[config.mk]
export PLATFORM = sky130hd
export DESIGN_NAME = ps2_kbd_mmio
export DESIGN_NICKNAME = d
export VERILOG_FILES = /design/src/rtl/ps2_kbd_mmio.sv
export SDC_FILE = /design/constraint.sdc
export NUM_CORES = 1
export LEC_CHECK = 0
export ABC_CLOCK_PERIOD_IN_PS = 2900
export BUFFER_PORTS_ARGS = -buffer_cell sky130_fd_sc_hd__buf_2
export CAP_MARGIN = 0
export CORE_MARGIN = 2
export CORE_UTILIZATION = 51
export DETAILED_ROUTE_END_ITERATION = 10
export PLACE_DENSITY = 0.79
export SETUP_SLACK_MARGIN = 0.1
export SLEW_MARGIN = 25
export SYNTH_ARGS = -nofsm -noshare
export SYNTH_HDL_FRONTEND = slang
export SYNTH_SLANG_ARGS = --single-unit
export TNS_END_PERCENT = 1
[constraint.sdc]
create_clock -name clk -period 2.9 [get_ports clk]
set_clock_uncertainty 0.15 [all_clocks]
set_input_delay 0.29 -clock clk [delete_from_list [all_inputs] [get_ports clk]]
set_output_delay 0.29 -clock clk [all_outputs]
set_load 0.02 [all_outputs]
[src/rtl/ps2_kbd_mmio.sv]
// rtl/ps2_kbd_mmio.sv - PS/2 keyboard receiver with scan-code FIFO on the CPU data bus
//
// Deserialises PS/2 frames into a byte FIFO that software pops through a
// memory-mapped DATA register and inspects/clears through STATUS.
//   DATA   @ BASE_ADDR   : {23'b0, valid, byte}; a load pops the head
//   STATUS @ BASE_ADDR+4 : {16'b0, count, 3'b0, ferr, perr, ovf, full, empty}
//                          store bit0 clears flags, bit1 flushes the FIFO
// Optional feature macro: PS2_KBD_PARITY_CHECK_EN (odd-parity check, perr flag).
//
// Ports:
//   clk, rst        CPU clock, asynchronous active-low reset
//   ps2_clk/data    raw PS/2 pins, asynchronous to clk
//   addr, wdata     CPU data address and store data
//   wren, rden      store / load strobes
//   rdata           combinational register read data (0 on address miss)
//   irq             high while the FIFO holds at least one byte
module ps2_kbd_mmio #(
  parameter logic [31:0] BASE_ADDR = 32'h10010000,
  parameter int          DEPTH     = 8,
  parameter int          TIMEOUT   = 50000
) (
  input  logic        clk,
  input  logic        rst,
  input  logic        ps2_clk,
  input  logic        ps2_data,
  input  logic [31:0] addr,
  input  logic [31:0] wdata,
  input  logic        wren,
  input  logic        rden,
  output logic [31:0] rdata,
  output logic        irq
);

  localparam int          AW          = $clog2(DEPTH);
  localparam int          TW          = $clog2(TIMEOUT + 1);
  localparam logic [31:0] STATUS_ADDR = BASE_ADDR + 32'd4;

  typedef enum logic [1:0] {
    S_IDLE   = 2'd0,
    S_DATA   = 2'd1,
    S_PARITY = 2'd2,
    S_STOP   = 2'd3
  } state_t;

  // Synchronisers; reset to 1 so the bus looks idle and no edge is seen.
  logic r_clk_s1, r_clk_s2, r_clk_s3;
  logic r_dat_s1, r_dat_s2;
  logic w_fall;

  state_t r_state, w_state_nxt;
  logic [7:0]    r_shift;
  logic [2:0]    r_bit_cnt;
  logic          r_parity;
  logic [TW-1:0] r_to_cnt;
  logic          w_timeout;
  logic          w_par_ok;
  logic          w_push, w_ferr_set, w_perr_set;

  logic [7:0]    r_mem [DEPTH];
  logic [AW-1:0] r_wptr, r_rptr;
  logic [AW:0]   r_count;
  logic          w_empty, w_full;
  logic          w_pop, w_wr, w_flush, w_clr, w_ovf_set;
  logic          r_ovf, r_ferr;
  logic          w_perr;
  logic [7:0]    w_count8;
  logic          w_unused_ok;

  always_ff @(posedge clk or negedge rst) begin
    if (!rst) begin
      r_clk_s1 <= 1'b1;
      r_clk_s2 <= 1'b1;
      r_clk_s3 <= 1'b1;
      r_dat_s1 <= 1'b1;
      r_dat_s2 <= 1'b1;
    end else begin
      r_clk_s1 <= ps2_clk;
      r_clk_s2 <= r_clk_s1;
      r_clk_s3 <= r_clk_s2;
      r_dat_s1 <= ps2_data;
      r_dat_s2 <= r_dat_s1;
    end
  end

  assign w_fall = r_clk_s3 & ~r_clk_s2;

  // Idle-time counter: restarts on every falling edge, parked while IDLE.
  always_ff @(posedge clk or negedge rst) begin
    if (!rst) begin
      r_to_cnt <= '0;
    end else if (r_state == S_IDLE || w_fall) begin
      r_to_cnt <= '0;
    end else if (!w_timeout) begin
      r_to_cnt <= r_to_cnt + 1'b1;
    end
  end

  assign w_timeout = (r_to_cnt == TW'(TIMEOUT));

`ifdef PS2_KBD_PARITY_CHECK_EN
  assign w_par_ok = ^{r_shift, r_parity};
`else
  assign w_par_ok = 1'b1;
`endif

  always_ff @(posedge clk or negedge rst) begin
    if (!rst) begin
      r_state <= S_IDLE;
    end else begin
      r_state <= w_state_nxt;
    end
  end

  always_comb begin
    w_state_nxt = r_state;
    w_push      = 1'b0;
    w_ferr_set  = 1'b0;
    w_perr_set  = 1'b0;
    if (w_fall) begin
      case (r_state)
        S_IDLE: begin
          if (!r_dat_s2) w_state_nxt = S_DATA;
        end
        S_DATA: begin
          if (r_bit_cnt == 3'd7) w_state_nxt = S_PARITY;
        end
        S_PARITY: begin
          w_state_nxt = S_STOP;
        end
        S_STOP: begin
          w_state_nxt = S_IDLE;
          if (r_dat_s2) begin
            if (w_par_ok) w_push = 1'b1;
            else          w_perr_set = 1'b1;
          end else begin
            w_ferr_set = 1'b1;
          end
        end
        default: w_state_nxt = S_IDLE;
      endcase
    end else if (r_state != S_IDLE && w_timeout) begin
      w_state_nxt = S_IDLE;
    end
  end

  // Shift register, bit counter and parity latch follow the FSM state.
  always_ff @(posedge clk or negedge rst) begin
    if (!rst) begin
      r_shift   <= '0;
      r_bit_cnt <= '0;
      r_parity  <= 1'b0;
    end else if (w_fall) begin
      case (r_state)
        S_IDLE:   r_bit_cnt <= '0;
        S_DATA: begin
          r_shift   <= {r_dat_s2, r_shift[7:1]};
          r_bit_cnt <= r_bit_cnt + 3'd1;
        end
        S_PARITY: r_parity <= r_dat_s2;
        default:  ;
      endcase
    end
  end

  assign w_empty   = (r_count == '0);
  assign w_full    = (r_count == (AW+1)'(DEPTH));
  assign w_pop     = rden & (addr == BASE_ADDR) & ~w_empty;
  assign w_flush   = wren & (addr == STATUS_ADDR) & wdata[1];
  assign w_clr     = wren & (addr == STATUS_ADDR) & wdata[0];
  // A pop frees the slot, so a push into a full FIFO still lands that cycle.
  assign w_wr      = w_push & (~w_full | w_pop) & ~w_flush;
  assign w_ovf_set = w_push & w_full & ~w_pop & ~w_flush;

  always_ff @(posedge clk) begin
    if (w_wr) r_mem[r_wptr] <= r_shift;
  end

  always_ff @(posedge clk or negedge rst) begin
    if (!rst) begin
      r_wptr  <= '0;
      r_rptr  <= '0;
      r_count <= '0;
    end else if (w_flush) begin
      r_wptr  <= '0;
      r_rptr  <= '0;
      r_count <= '0;
    end else begin
      if (w_wr)  r_wptr <= r_wptr + 1'b1;
      if (w_pop) r_rptr <= r_rptr + 1'b1;
      case ({w_wr, w_pop})
        2'b10:   r_count <= r_count + 1'b1;
        2'b01:   r_count <= r_count - 1'b1;
        default: ;
      endcase
    end
  end

  // Sticky flags: a new error on the same edge as a clear wins.
  always_ff @(posedge clk or negedge rst) begin
    if (!rst) begin
      r_ovf  <= 1'b0;
      r_ferr <= 1'b0;
    end else begin
      r_ovf  <= w_ovf_set  | (r_ovf  & ~w_clr);
      r_ferr <= w_ferr_set | (r_ferr & ~w_clr);
    end
  end

`ifdef PS2_KBD_PARITY_CHECK_EN
  logic r_perr;
  always_ff @(posedge clk or negedge rst) begin
    if (!rst) r_perr <= 1'b0;
    else      r_perr <= w_perr_set | (r_perr & ~w_clr);
  end
  assign w_perr      = r_perr;
  assign w_unused_ok = &{1'b0, wdata[31:2]};
`else
  assign w_perr      = 1'b0;
  assign w_unused_ok = &{1'b0, wdata[31:2], w_perr_set, r_parity};
`endif

  assign w_count8 = 8'(r_count);

  always_comb begin
    rdata = 32'h0;
    if (addr == BASE_ADDR) begin
      if (!w_empty) rdata = {23'b0, 1'b1, r_mem[r_rptr]};
    end else if (addr == STATUS_ADDR) begin
      rdata = {16'b0, w_count8, 3'b0, r_ferr, w_perr, r_ovf, w_full, w_empty};
    end
  end

  assign irq = ~w_empty;

endmodule

; ---- Word level (Yosys, flattened, before mapping)
; Memories as Yosys holds them, arrays and structs flattened.
; Cells that the tools add are included.
; W data, S select, Z words.
[totals]
register_bits = 46
mem_bits_rw = 64
in_bits = 70
mem_count = 1
elab_cells = 94
[classes]
muxes = 25
addsub = 6
n_eq_ne = 13
bitwise_logic = 22
reduce_logical = 13
[memory_table]
columns = memory, words, width, rd, rd_ports_with_merged_regs, wr, line_no
row1 = r_mem, 8, 8, 1, 0, 1, 59  ; logic [7:0] r_mem [DEPTH];
[op_table]
columns = operator, count
row1 = $eq A32 B29 Y1 const B, 2
row2 = $mux W16, 2
row3 = $mux W32, 1
row4 = $add A16 B1 Y16 const B, 1
row5 = $eq A16 B16 Y1 const B, 1
row6 = $and A1 B1 Y1, 13
row7 = $mux W12, 1
row8 = $mux W3, 4
row9 = $reduce_bool A2 Y1, 5
row10 = $add A3 B1 Y3 const B, 3
row11 = $mux W9, 1
row12 = $mux W1, 8
row13 = $mux W2, 4
row14 = $pmux W2 S4, 1
row15 = $pmux W4 S2, 1
row16 = $eq A2 B2 Y1 const B, 3
row17 = $ne A3 B3 Y1 const B, 2
row18 = $not A1 Y1, 6
row19 = $pmux W3 S2, 1
row20 = $add A4 B1 Y4 const B, 1
row21 = $eq A2 B1 Y1 const B, 2
row22 = $eq A4 B4 Y1 const B, 1
row23 = $logic_not A4 Y1, 1
row24 = $mux W4, 1
row25 = other kinds (10), 13

; ---- Logic depth before layout (Yosys ltp)
[depth]
word_depth = 9
ltp_mapped = 10
ltp_nobuf = 10

; ---- Least setup slack after synthesis
; OpenSTA, ideal clock, no wires.
[synth_path]
path_kind = in2reg
startpoint = in addr[17]
endpoint = mem r_mem[0][0] (enable)
n_path_buf = 1
setup_slack_ns = 0.152
path_stages = 6
t_arrival_ns = 2.203
setup_time_ns = 0.395
path_cell_list = nor4b_1 and4_1 and4_4 buf_6 o211ai_2 nor4_1
[synth_between]
elab_chain_len = 8
word_cells_on_any_way = 12
cone_classes = eq/ne (2) / mux (2) / bitwise (8)
[synth_lines]
columns = element, line_no
row1 = start: declaration, 26  ; input logic [31:0] addr,
row2 = $eq A32 B29 Y1, 167  ; assign w_pop = rden & (addr == BASE_ADDR) & ~w_empty;
row3 = $and A1 B1 Y1 (2 in series), 167
row4 = $or A1 B1 Y1, 171  ; assign w_wr = w_push & (~w_full | w_pop) & ~w_flush;
row5 = $and A1 B1 Y1, 171
row6 = $and A1 B1 Y1 *, 171
row7 = $mux W1 *, 175  ; if (w_wr) r_mem[r_wptr] <= r_shift;
row8 = $mux W1 (not written as such) *, 175
row9 = end: declaration, 59
; Mark *: on every way between the ends. The rest lies on a longest branch, timed or not.

; ---- Final worst setup path
[layout_path]
startpoint = reg r_count[1]
endpoint = out rdata[0]
[layout_between]
elab_chain_len = 3
word_cells_on_any_way = 4
cone_classes = mux (3) / reduce/logical (1)
[layout_lines]
columns = element, line_no
row1 = start: declaration, 61  ; logic [AW:0] r_count;
row2 = start signal: assignment, 191  ; 2'b10: r_count <= r_count + 1'b1;
row3 = start signal: assignment, 192  ; 2'b01: r_count <= r_count - 1'b1;
row4 = $logic_not A4 Y1 *, 165  ; assign w_empty = (r_count == '0);
row5 = $mux W12 / $mux W9 (equally long branches), "228, 227"
row6 = $mux W32 *, 226  ; if (addr == BASE_ADDR) begin
row7 = end: declaration, 30  ; output logic [31:0] rdata,
; Marked as above.

==> key figures <==
Critical path
  • Worst Setup Path Type: reg2out
  • Capturing element of the worst setup path: rdata[0]
  • Critical path launch point: r_count[1]$_DFFE_PN0P_
  • Worst-case reg-to-reg path depth: 9
  • Kind of cell with the highest combined delay on the critical path: simple AND/OR/NAND/NOR gates
  • Cells along the critical path: or4_4 > nor2b_4 > nand2_1 > buf_4 > o22ai_1 > buf_2
  • FF-to-FF setup slack: 0.36 ns
  • Worst Setup Start Kind: register
  • Required arrival time at the worst endpoint: 2.46 ns
  • Total buffers and inverters traversed by the critical path: 2
  • Reg-to-reg startpoint: r_count[1]$_DFFE_PN0P_
  • Critical R2R Capture: r_count[3]$_DFFE_PN0P_
  • Depth of the critical timing path with buffers and inverters included: 6
  • Endpoint class of the critical path: primary output
  • Data arrival time at the worst-slack endpoint: 2.21 ns
  • Highest cell delay on the worst timing path: 0.59 ns
  • Worst-path fanout max: 10
  • CP max stage cell: or4_4

Synthesis
  • Dominant cells by area after synthesis: edfxtp_1 37%, dfrtp_1 20%, mux4_2 7.0%, buf_4 2.9%, ha_1 2.9%
  • Ys Warns: 0
  • Number of unique standard cell types used by synthesis: 54
  • Syn Area/Cell: 13.5 um2
  • Synth top cells by count: 64 x edfxtp_1, 41 x dfrtp_1, 31 x nand2_1
  • Post-synth design cell area: 0.00513 mm2
  • Register bit total from synthesis: 110
  • Sequential element share of the synthesized area: 0.600
  • EDFF count, synth: 64
  • Cell type contributing the most total cell area after synthesis: edfxtp_1
  • Most used standard cell by instance count after synthesis: edfxtp_1
  • Primary flip-flop cell chosen by synthesis mapping: edfxtp_1
  • Share of the synthesized area in the top cell type: 0.375
  • Share of async-settable or async-resettable flops after synthesis: 0.418
  • Gate count of the mapped netlist: 381

Run
  • Max Cap Violations: 0

Floorplanning
  • I/O pin cnt: 103
  • DIE WIDTH: 104 um
  • Row count: 36
  • Die span in y: 104 um
  • Core Region: 0.00977 mm2
  • Area of the die: 0.0109 mm2
  • Effective utilization at floorplan: 0.525

Clocking
  • Clock net sink count: 110
  • CTS H-tree lvls: 3
  • Library cell used as clock root buffer: clkbuf_8
  • Clock-pin slew of the registers on the worst-case setup and hold paths: 0.11 ns
  • Later-pin clock latency in the skew report: 0.38 ns
  • Post-cts repair resize count: 0
  • Inserted Clock Buffers: 9
  • Buffers from clock root to sink, at most: 2
  • CTS tree: built

Power and ir drop
  • Switching portion of total power: 0.299
  • Static leakage power: 2.27 nW
  • PD cells: 622 mW/mm2
  • Relative contribution of sequential cells to total power: 0.604
  • Switching power: 0.00106 W
  • Overall Power: 0.00356 W
  • Max VDD drop: 249 uV
  • Int Power: 0.00249 W
  • Power share of the combinational group: 0.161
  • Clock share of power: 0.235

Finish
  • Ratio of cells with drive above 1 in the final layout: 0.261
  • # diodes: 0
  • Fill cell instance count of the final layout: 759
  • Final cell count without fillers: 585
  • Syn-to-layout area delta: 11.6%
  • Final-stage net count: 529
  • Post-layout instance area: 0.00572 mm2

Global routing
  • Via count of the first global-routing pass: 3169
  • Overflow after GRT: 0
  • Largest net degree at the start of global routing: 47
  • Wire length of the first global-routing pass: 16000 um
  • Number of antenna violations at the first check in global routing: 0
  • GRT Resource Usage Total: 0.191

Routing
  • DRC violations left: 0
  • Via density: 5.57
  • Number of iterations in the first detailed-routing pass: 4
  • DR vias: 3261
  • Number of design-rule violations left by the first detailed-router iteration: 183
  • Wire length per cell: 17.0 um
  • Post-detailed-routing wire length: 9940 um
  • Final antenna-violating net count: 0

Place
  • Final estimated routing congestion in global placement: 0.797
  • Placed cell areas: 0.00552 mm2
  • Port Buffer Count: 52
  • Number of cells after detailed placement: 566
  • Post-DP HPWL: 6840 um

Timing
  • Share of the cycle needed by the critical path after routing: 0.914
  • Transition at the pin with the smallest max-transition slack: 0.707 ns
  • Tmin final: 2.65 ns
  • Slew Limit Fails: 0
  • F_max: 377 MHz
  • Setup violation total in the final timing report: 0
  • Total negative setup slack: 0 ns
  • Unrepaired setup endpoints after global routing: no
  • Number of endpoints with negative hold slack in the final report: 0
  • Worst slew margin: 0.524

Min path
  • Number of stages on the worst hold path: 3
  • Hold Crit Class: in2reg

Outcome
  • Run status: finished clean
-- flip-flops by register name (all words and copies together) (netlist names), 2 cells and up --
register and count:
r_count 4, r_bit_cnt 3, r_to_cnt 16, r_rptr 3
r_state 2, r_mem 64, r_shift 8, r_wptr 3
-- repair_timing --
action | in CTS | in global routing
buffers inserted | 0 | 0
endpoints found under the hold margin | 43 | 0
hold buffers | 3 | 0
-- worst min path at each step --
| stage | startpoint | to | slack, ns |
|---|---|---|---|
| 2_1_floorplan | rst | r_bit_cnt[0]$_DFFE_PN0P_ | -0.16 |
| 3_3_place_gp | r_dat_s1$_DFF_PN1_ | r_dat_s2$_DFF_PN1_ | 0.20 |
| 3_5_place_dp | r_dat_s1$_DFF_PN1_ | r_dat_s2$_DFF_PN1_ | 0.20 |
| 4_1_cts | wren | r_ferr$_DFF_PN0_ | 0.13 |
| 5_1_grt | wren | r_ferr$_DFF_PN0_ | 0.16 |
| 6_report | wren | r_ferr$_DFF_PN0_ | 0.12 |
-- tightest hold or removal path: stages --
cell	delay, ns
buf_2	0.10
nand3_1	0.10
o2bb2ai_1	0.12
-- placed cells by master, fill, tap and decap left out, types with 2 or more instances in the layout --
master,netlist,routed
or4_1,3,3
o21ai_0,9,9
nor2_1,29,29
xor2_1,12,12
o22ai_1,3,3
conb_1,1,20
nor4b_1,2,2
and3_1,5,5
mux2i_1,13,13
nand2_1,31,31
ha_1,12,12
buf_2,2,51
a21o_1,2,2
clkbuf_8,0,9
nor3_1,7,7
inv_1,7,7
nand4b_1,2,2
edfxtp_1,64,64
and4_1,3,3
nor4_1,8,8
clkinv_2,0,2
and2_1,4,4
xnor2_1,5,5
buf_4,20,15
nand2b_1,7,7
nand3_1,12,12
a21oi_1,8,8
mux4_2,16,16
nand4_1,6,6
or3_1,2,2
dfrtp_1,41,41
dlygate4sd3_1,0,3
a32o_1,2,2
dfstp_2,5,5
mux2_2,8,8
-- through the flow --
step,hold slack (ns),utilization,setup WS (ns)
after global routing,0.155,0.586,0.173
after global placement,0.198,0.565,0.403
final,0.115,0.586,0.251
after detailed placement,0.199,0.565,0.371
after floorplan,-0.156,-,0.152
after CTS,0.126,0.585,0.244
-- per-layer routing --
layer | global-route usage | vias to the layer above | routed length (um)
met5 | 0 | - | 0
met4 | 0.0579 | 0 | 152
met3 | 0.0558 | 14 | 803
met2 | 0.317 | 136 | 4920
met1 | 0.243 | 1607 | 4070
li1 | - | 1504 | -
-- layout make-up --
| class | count | area, um2 | share of cell area |
|---|---|---|---|
| Clock buffer | 10 | 128 | 0.0223 |
| Timing Repair Buffer | 69 | 398 | 0.0695 |
| Clock inverter | 6 | 46.3 | 0.00809 |
| Tap cell | 133 | 166 | 0.0291 |
| Multi-Input combinational cell | 250 | 1880 | 0.329 |
| Sequential cell | 110 | 3080 | 0.538 |
| Inverter | 7 | 26.3 | 0.00459 |
-- cell families after synthesis --
kind of cell	count (synthesis)	synth area share
simple gates	131	0.137
flops	110	0.600
buf+inv	40	0.0473
mux	37	0.113
compound gates	33	0.0439
xor+xnor	17	0.0290
fa+ha+maj	12	0.0293
other cells	1	0.000731
-- power groups by stage --
stage                     clock network (W)  logic (W)  registers (W)
after floorplan                           0   0.000475        0.00209
after global placement                    0   0.000534        0.00216
after detailed placement                  0   0.000573        0.00218
after CTS                          0.000853   0.000577        0.00215
after global routing               0.000924   0.000649        0.00219
final                              0.000835   0.000574        0.00215
No activity file was read; power rests on OpenSTA's default activity.
